<file path="src/rtl/rr_arb_pkg.sv">
// Shared types and index helpers for the round-robin hold arbiter.
// The state enum and pointer arithmetic live here so the top and the picker agree on them.
package rr_arb_pkg;

    typedef enum logic {
        ST_IDLE,
        ST_GRANT
    } arb_state_e;

    // Next-lower channel index, wrapping from 0 back to n-1.
    function automatic int rr_prev_idx(input int idx, input int n);
        return (idx == 0) ? (n - 1) : (idx - 1);
    endfunction

    // A valid one-hot vector has exactly one bit set, so OR-ing indices is enough.
    function automatic int onehot_to_idx(input logic [31:0] oh);
        int idx;
        idx = 0;
        for (int i = 0; i < 32; i++) begin
            if (oh[i]) begin
                idx = idx | i;
            end
        end
        return idx;
    endfunction

endpackage

</file>
<file path="src/rtl/rr_priority_pick.sv">
// Combinational round-robin picker: search starts at the pointer channel and walks
// downward with wrap-around; the first requesting channel wins.
module rr_priority_pick
    import rr_arb_pkg::*;
#(
    parameter  int NUM_REQ = 4,
    localparam int IDX_W   = $clog2(NUM_REQ)
) (
    input  logic [NUM_REQ-1:0] req_i,
    input  logic [NUM_REQ-1:0] ptr_i,
    output logic [NUM_REQ-1:0] winOh_o,
    output logic [IDX_W-1:0]   winIdx_o,
    output logic               anyReq_o
);

    logic [2*NUM_REQ-1:0] dbl;
    logic [NUM_REQ-1:0]   window;
    logic                 found;
    int                   ptrIdx;
    int                   pos;

    // After the shift, window[NUM_REQ-1-k] holds req[(ptr-k) mod NUM_REQ].
    always_comb begin
        ptrIdx   = onehot_to_idx(32'(ptr_i));
        dbl      = {req_i, req_i};
        window   = NUM_REQ'(dbl >> (ptrIdx + 1));
        found    = 1'b0;
        pos      = 0;
        winIdx_o = '0;
        for (int k = 0; k < NUM_REQ; k++) begin
            if (!found && window[NUM_REQ-1-k]) begin
                found = 1'b1;
                pos   = ptrIdx + NUM_REQ - k;
                if (pos >= NUM_REQ) begin
                    pos = pos - NUM_REQ;
                end
                winIdx_o = IDX_W'(pos);
            end
        end
        winOh_o  = found ? (NUM_REQ'(1) << winIdx_o) : '0;
        anyReq_o = |req_i;
    end

endmodule

</file>
<file path="src/rtl/rr_hold_arbiter.sv">
// Round-robin arbiter with grant hold, done/release handshake and optional hold limit.
// The one-hot pointer only moves past the channel that was actually served.
module rr_hold_arbiter
    import rr_arb_pkg::*;
#(
    parameter  int NUM_REQ  = 4,
    parameter  int HOLD_MAX = 0,
    localparam int IDX_W    = $clog2(NUM_REQ)
) (
    input  logic               clk,
    input  logic               rst_n,
    input  logic               en,
    input  logic [NUM_REQ-1:0] req,
    input  logic               done,
    output logic [NUM_REQ-1:0] grant,
    output logic               grant_valid,
    output logic [IDX_W-1:0]   grant_idx,
    output logic [NUM_REQ-1:0] ptr
);

    localparam int CNT_W = (HOLD_MAX > 0) ? $clog2(HOLD_MAX + 1) : 1;
    localparam logic [NUM_REQ-1:0] PTR_RESET = {1'b1, {(NUM_REQ-1){1'b0}}};

    arb_state_e         state_q;
    logic [NUM_REQ-1:0] grant_q;
    logic               grantValid_q;
    logic [IDX_W-1:0]   grantIdx_q;
    logic [NUM_REQ-1:0] ptr_q;
    logic [NUM_REQ-1:0] ptr_d;
    logic [CNT_W-1:0]   holdCnt_q;

    logic [NUM_REQ-1:0] winOh;
    logic [IDX_W-1:0]   winIdx;
    logic               anyReq;
    logic               releaseNow;

    rr_priority_pick #(
        .NUM_REQ (NUM_REQ)
    ) u_pick (
        .req_i    (req),
        .ptr_i    (ptr_q),
        .winOh_o  (winOh),
        .winIdx_o (winIdx),
        .anyReq_o (anyReq)
    );

    // The owner gives up the resource on done, on dropping its request, or at the hold limit.
    always_comb begin
        releaseNow = done || !req[grantIdx_q] ||
                     ((HOLD_MAX != 0) && (holdCnt_q == CNT_W'(HOLD_MAX)));
        ptr_d      = NUM_REQ'(1) << rr_prev_idx(int'(grantIdx_q), NUM_REQ);
    end

    always_ff @(posedge clk) begin
        if (!rst_n) begin
            state_q      <= ST_IDLE;
            grant_q      <= '0;
            grantValid_q <= 1'b0;
            grantIdx_q   <= '0;
            ptr_q        <= PTR_RESET;
            holdCnt_q    <= '0;
        end else begin
            case (state_q)
                ST_IDLE: begin
                    if (en && anyReq) begin
                        state_q      <= ST_GRANT;
                        grant_q      <= winOh;
                        grantValid_q <= 1'b1;
                        grantIdx_q   <= winIdx;
                        holdCnt_q    <= CNT_W'(1);
                    end
                end
                ST_GRANT: begin
                    // Release always passes through IDLE, so there is never a direct handoff.
                    if (releaseNow) begin
                        state_q      <= ST_IDLE;
                        grant_q      <= '0;
                        grantValid_q <= 1'b0;
                        grantIdx_q   <= '0;
                        ptr_q        <= ptr_d;
                        holdCnt_q    <= '0;
                    end else if ((HOLD_MAX != 0) && (holdCnt_q < CNT_W'(HOLD_MAX))) begin
                        holdCnt_q <= holdCnt_q + 1'b1;
                    end
                end
                default: begin
                    state_q <= ST_IDLE;
                end
            endcase
        end
    end

    assign grant       = grant_q;
    assign grant_valid = grantValid_q;
    assign grant_idx   = grantIdx_q;
    assign ptr         = ptr_q;

endmodule

</file>
<file path="config.mk">
export PLATFORM = sky130hd
export DESIGN_NAME = rr_hold_arbiter
export DESIGN_NICKNAME = d
export VERILOG_FILES = /design/src/rtl/rr_arb_pkg.sv /design/src/rtl/rr_priority_pick.sv /design/src/rtl/rr_hold_arbiter.sv
export SDC_FILE = /design/constraint.sdc
export NUM_CORES = 1
export LEC_CHECK = 0
export CORE_MARGIN = 2
export CORE_UTILIZATION = 46
export CTS_CLUSTER_DIAMETER = 100
export DETAILED_ROUTE_END_ITERATION = 10
export HOLD_SLACK_MARGIN = 0.08
export PLACE_DENSITY_LB_ADDON = 0.12
export SLEW_MARGIN = 20
export SYNTH_ARGS = -nofsm -noshare
export SYNTH_HDL_FRONTEND = slang
export SYNTH_SLANG_ARGS = --single-unit
</file>
<file path="constraint.sdc">
create_clock -name clk -period 5.04 [get_ports clk]
set_input_delay 0.504 -clock clk [delete_from_list [all_inputs] [get_ports clk]]
set_output_delay 0.504 -clock clk [all_outputs]
set_load 0.02 [all_outputs]
</file>
# == Word-level counts from Yosys, hierarchy flattened ==
# Index checks and enable logic that the tools add are counted.
# totals
output_inout_bits,11
word_cells,70
reg_bits,12
# op_classes
shift,3
n_addsub,10
reduce_logical,13
n_lt_le_gt_ge,5
eq_ne,2
mux,31
bitwise_logic,1
# op_table
op,count
$ge A32 B4 Y1 const B,4
$sub A32 B3 Y32 const B,2
$add A32 B2 Y32 const B,1
$mux W32,1
$shl A1 B32 Y4 const A,1
$shr A8 B32 Y4,1
$sub A32 B2 Y32 const B,1
$mux W2,12
$mux W4,3
$mux W1,10
$pmux W4 S2,1
$sub A2 B1 Y2 const B,4
$add A2 B3 Y4 const B,1
$logic_and A1 B1 Y1,4
$logic_not A1 Y1,4
$pmux W1 S2,2
$pmux W2 S2,1
$reduce_and A2 Y1,2
$reduce_or A4 Y1,1
$shl A1 B2 Y4 const A,1
$lt A2 B3 Y1 const B,1
$sub A2 B1 Y3 const B,1
$bmux W1 S2,1
$logic_not A2 Y1,1
other kinds (4),4

# == Depth between registers and ports, before layout ==
# depth
depth_word,19
depth_mapped,12

# == Cells and area by module ==
# Synthesis repeated with hierarchy kept, for this count alone.
# unflattened
hier_cells,111
hier_area_um2,909.6
# modules_own_cells
mod,area_each_um2,cells_each,instances
rr_hold_arbiter,531.8,59,1
rr_priority_pick,377.9,52,1

# == Least setup slack after synthesis ==
# OpenSTA, ideal clock, no wires.
# synth_path
path_kind,flip-flop to flip-flop
start,"register ptr_q[3], in the netlist ptr[3]"
end,"register grant_q[0], in the netlist grant[0]"
setup_time_ns,0.117
slack_ns,2.545
path_stages_with_launch,13
period_less_slack_ns,2.495
arrival_time_ns,2.378
n_path_buf,3
required_ns,4.923
path_cell_list,dfxtp_1 buf_6 nor2_4 buf_6 inv_6 ha_1 clkbuf_2 nor4b_1 a221oi_1 o32a_1 nor3_2 o22ai_1 a32o_1
# synth_between
elab_chain_cells,17
# synth_rtl
element,line_no,source
"start, declared",rr_hold_arbiter.sv:28,logic [NUM_REQ-1:0] ptr_q;
"start signal, assigned",rr_hold_arbiter.sv:80,ptr_q <= ptr_d;
$mux W2 *,rr_arb_pkg.sv:20,if (oh[i]) begin
"parallel branches: the longest is 13 deep, another holds $sub A32 B2 Y32",-,
$mux W4 *,rr_priority_pick.sv:40,winOh_o = found ? (NUM_REQ'(1) << winIdx_o) : '0;
$mux W4 *,rr_hold_arbiter.sv:65,if (en && anyReq) begin
$pmux W4 S2 *,rr_hold_arbiter.sv:63,case (state_q)
"end signal, assigned",rr_hold_arbiter.sv:67,grant_q <= winOh;
"end, declared",rr_hold_arbiter.sv:25,logic [NUM_REQ-1:0] grant_q;
# Mark *: on every way between the ends. The select of a mux whose other input is x is not followed.
# A chain may end at the register's enable or synchronous reset.

# == Worst setup path after layout ==
# Same ends and word-level chain as after synthesis.

==> results.sh <==
export IMPL_final_area_mm2=0.00109
export IMPL_synth_edf_count=0
export IMPL_dr_pass1_iters=4
export IMPL_clk_pin_slew_ns=0.07
export IMPL_hold_path_class="reg -> reg"
export IMPL_final_util_pct=56.8
export IMPL_die_x_um=48.5
export IMPL_total_power_mw=0.259
export IMPL_layout_common_cells="clkdlybuf4s50_1 (18), dfxtp_1 (12), a21oi_1 (8), nand2b_1 (7), nor2_1 (7)"
export IMPL_crit_required_ns=5.20
export IMPL_area_growth_synth_to_final_pct=19.9
export IMPL_yosysSeqAreaShare_pct=26.4
export IMPL_async_flop_share_pct=0
export IMPL_viasPerCell=5.82
export IMPL_synth_distinct_cells=47
export IMPL_dp_cells=149
export IMPL_drc=0
export IMPL_wire_per_inst_um=14.1
export IMPL_critical_path_endpoint_type="flop"
export IMPL_ant_nets=0
export IMPL_ys_ff_latch=12
export IMPL_critPathLaunchType="flop"
export IMPL_place_ws_ns=2.17
export IMPL_final_max_slew_viol_count=0
export IMPL_rsz0062_at_grt="no"
export IMPL_layout_nets=136
export IMPL_grt_pass1_wl_um=3640
export IMPL_core_area_mm2=0.00192
export IMPL_period_share_pct=54.9
export IMPL_htree_levels=1
export IMPL_slew_headroom_pct=56.7
export IMPL_instances_no_fill=152
export IMPL_numPortBuffers=18
export IMPL_fin_crit_ns=2.77
export IMPL_leakage_nw=0.370
export IMPL_drive_above_1_share_pct=11.2
export IMPL_synthesis_area_um2=910
export IMPL_hold_buffers=0
export IMPL_worst_slack_ns=2.27
export IMPL_placed_area_mm2=0.00107
export IMPL_syn_nets=120
export IMPL_dieHeight_um=48.5
export IMPL_power_density_mw_per_mm2=237
export IMPL_first_iter_violations=31
export IMPL_cts_sinks=12
export IMPL_ir_drop_mv=0.169
export IMPL_grt_pass1_vias=815
export IMPL_num_rows=16
export IMPL_synth_top_area_share_pct=26.4
export IMPL_numCtsBuffers=3
export IMPL_timing_fmax_mhz=361
export IMPL_path_max_fanout=11
export IMPL_ys_flop_type="dfxtp_1"
export IMPL_cap_violations=0
export IMPL_cts_resized=0
export IMPL_hpwl_um=1570
export IMPL_routed_wl_um=2140
export IMPL_die_area_mm2=0.00235
export IMPL_post_cts_buffers=0
export IMPL_yosysTopAreaCell="dfxtp_1"
export IMPL_vias=884
export IMPL_cts_tree="built"
export IMPL_synth_area_leaders="dfxtp_1 (26%), nand2b_1 (4.8%), a21oi_1 (4.4%)"
export IMPL_status="finished clean"
export IMPL_grt_max_degree=14
export IMPL_grtUsageTotal_pct=19.4
export IMPL_routabilityCongestion=0.882
export IMPL_initial_utilization_pct=47.3
export IMPL_arrival_ns=2.93
export IMPL_whs_ns=0.465
export IMPL_num_antenna_cells=0
export IMPL_grt_antenna_before_repair=0
export IMPL_path_class="reg -> reg"
export IMPL_cts_root_buf="clkbuf_4"
export IMPL_cts_path_max_buffers=2
export IMPL_rrSetupSlack_ns=2.27
export IMPL_grt_overflow=0
export IMPL_skew_ns=0.00209
export IMPL_hold_viol=0
export IMPL_synth_cells=111
export IMPL_syn_area_per_cell_um2=8.19
export IMPL_finalSetupViolCount=0
export IMPL_clk_latency_ns=0.26
export IMPL_finalSetupTns_ns=0
export IMPL_yosys_warnings=0
export IMPL_tightest_slew_ns=0.650
export IMPL_layout_cells_most_common="clkdlybuf4s50_1"
export IMPL_ios=19
## worst paths after layout
kind                              start                     to  cells past startpoint
setup reg to reg    ptr[3]$_SDFFE_PN1P_  grant[0]$_SDFFE_PN0P_                      9
hold / removal    grant[3]$_SDFFE_PN0P_  grant[3]$_SDFFE_PN0P_                      2
setup / recovery    ptr[3]$_SDFFE_PN1P_  grant[0]$_SDFFE_PN0P_                      9
hold reg to reg   grant[3]$_SDFFE_PN0P_  grant[3]$_SDFFE_PN0P_                      2
## routing by layer
| metal | GRT usage [%] | routed length (um) |
|---|---|---|
| met5 | 0 | 0 |
| met4 | 7.14 | 13 |
| met3 | 1.54 | 44 |
| met2 | 33.3 | 1040 |
| met1 | 25.4 | 1040 |
## synth_stat cells, types with 3 or more instances
cell type and instances:
a21boi_0 4, a21oi_1 8, buf_6 3, dfxtp_1 12, inv_1 5, nand2_1 5
nand2b_1 7, nand3_1 4, nand3b_1 3, nor2_1 7, nor3_1 4, nor4b_1 3
o21a_1 3, o21ai_0 4
## worst max-delay path: stages, from the launching register on
cell and delay [ns]:
dfxtp_1 0.42, nor2_4 0.33, inv_6 0.08, ha_1 0.31
nor4b_1 0.44, a221oi_1 0.15, o32a_1 0.35, nor3_2 0.19
o22ai_1 0.15, a32o_1 0.24
## state kept, by name, summed over array words and instances (netlist names)
register / count
grant: 4
grant_idx: 2
grant_valid: 1
ptr: 4
state_q: 1
## where the power goes
| group | total [mW] | switching (mW) | leakage [nW] | internal (mW) |
|---|---|---|---|---|
| clock | 0.0573 | 0.0297 | 0.0138 | 0.0276 |
| sequential | 0.109 | 0.00726 | 0.0980 | 0.102 |
| combinational | 0.0925 | 0.0489 | 0.258 | 0.0436 |
## cell families (layout without fill, tap and decap cells)
group | count (synthesis) | count (layout) | synth area share, %
simple gates | 44 | 44 | 29.0
compound gates | 39 | 39 | 30.4
buf+inv | 13 | 27 | 9.08
flops | 12 | 12 | 26.4
mux | 2 | 2 | 3.71
fa+ha+maj | 1 | 1 | 1.38
## final cells by class
type | instances | area (um2)
timing repair buffer | 18 | 180
multi-input combinational | 86 | 587
tap | 27 | 33.8
sequential | 12 | 240
clock buffer | 3 | 22.5
fill | 191 | 831
inverter | 6 | 27.5
No activity file was read; power rests on OpenSTA's default activity.
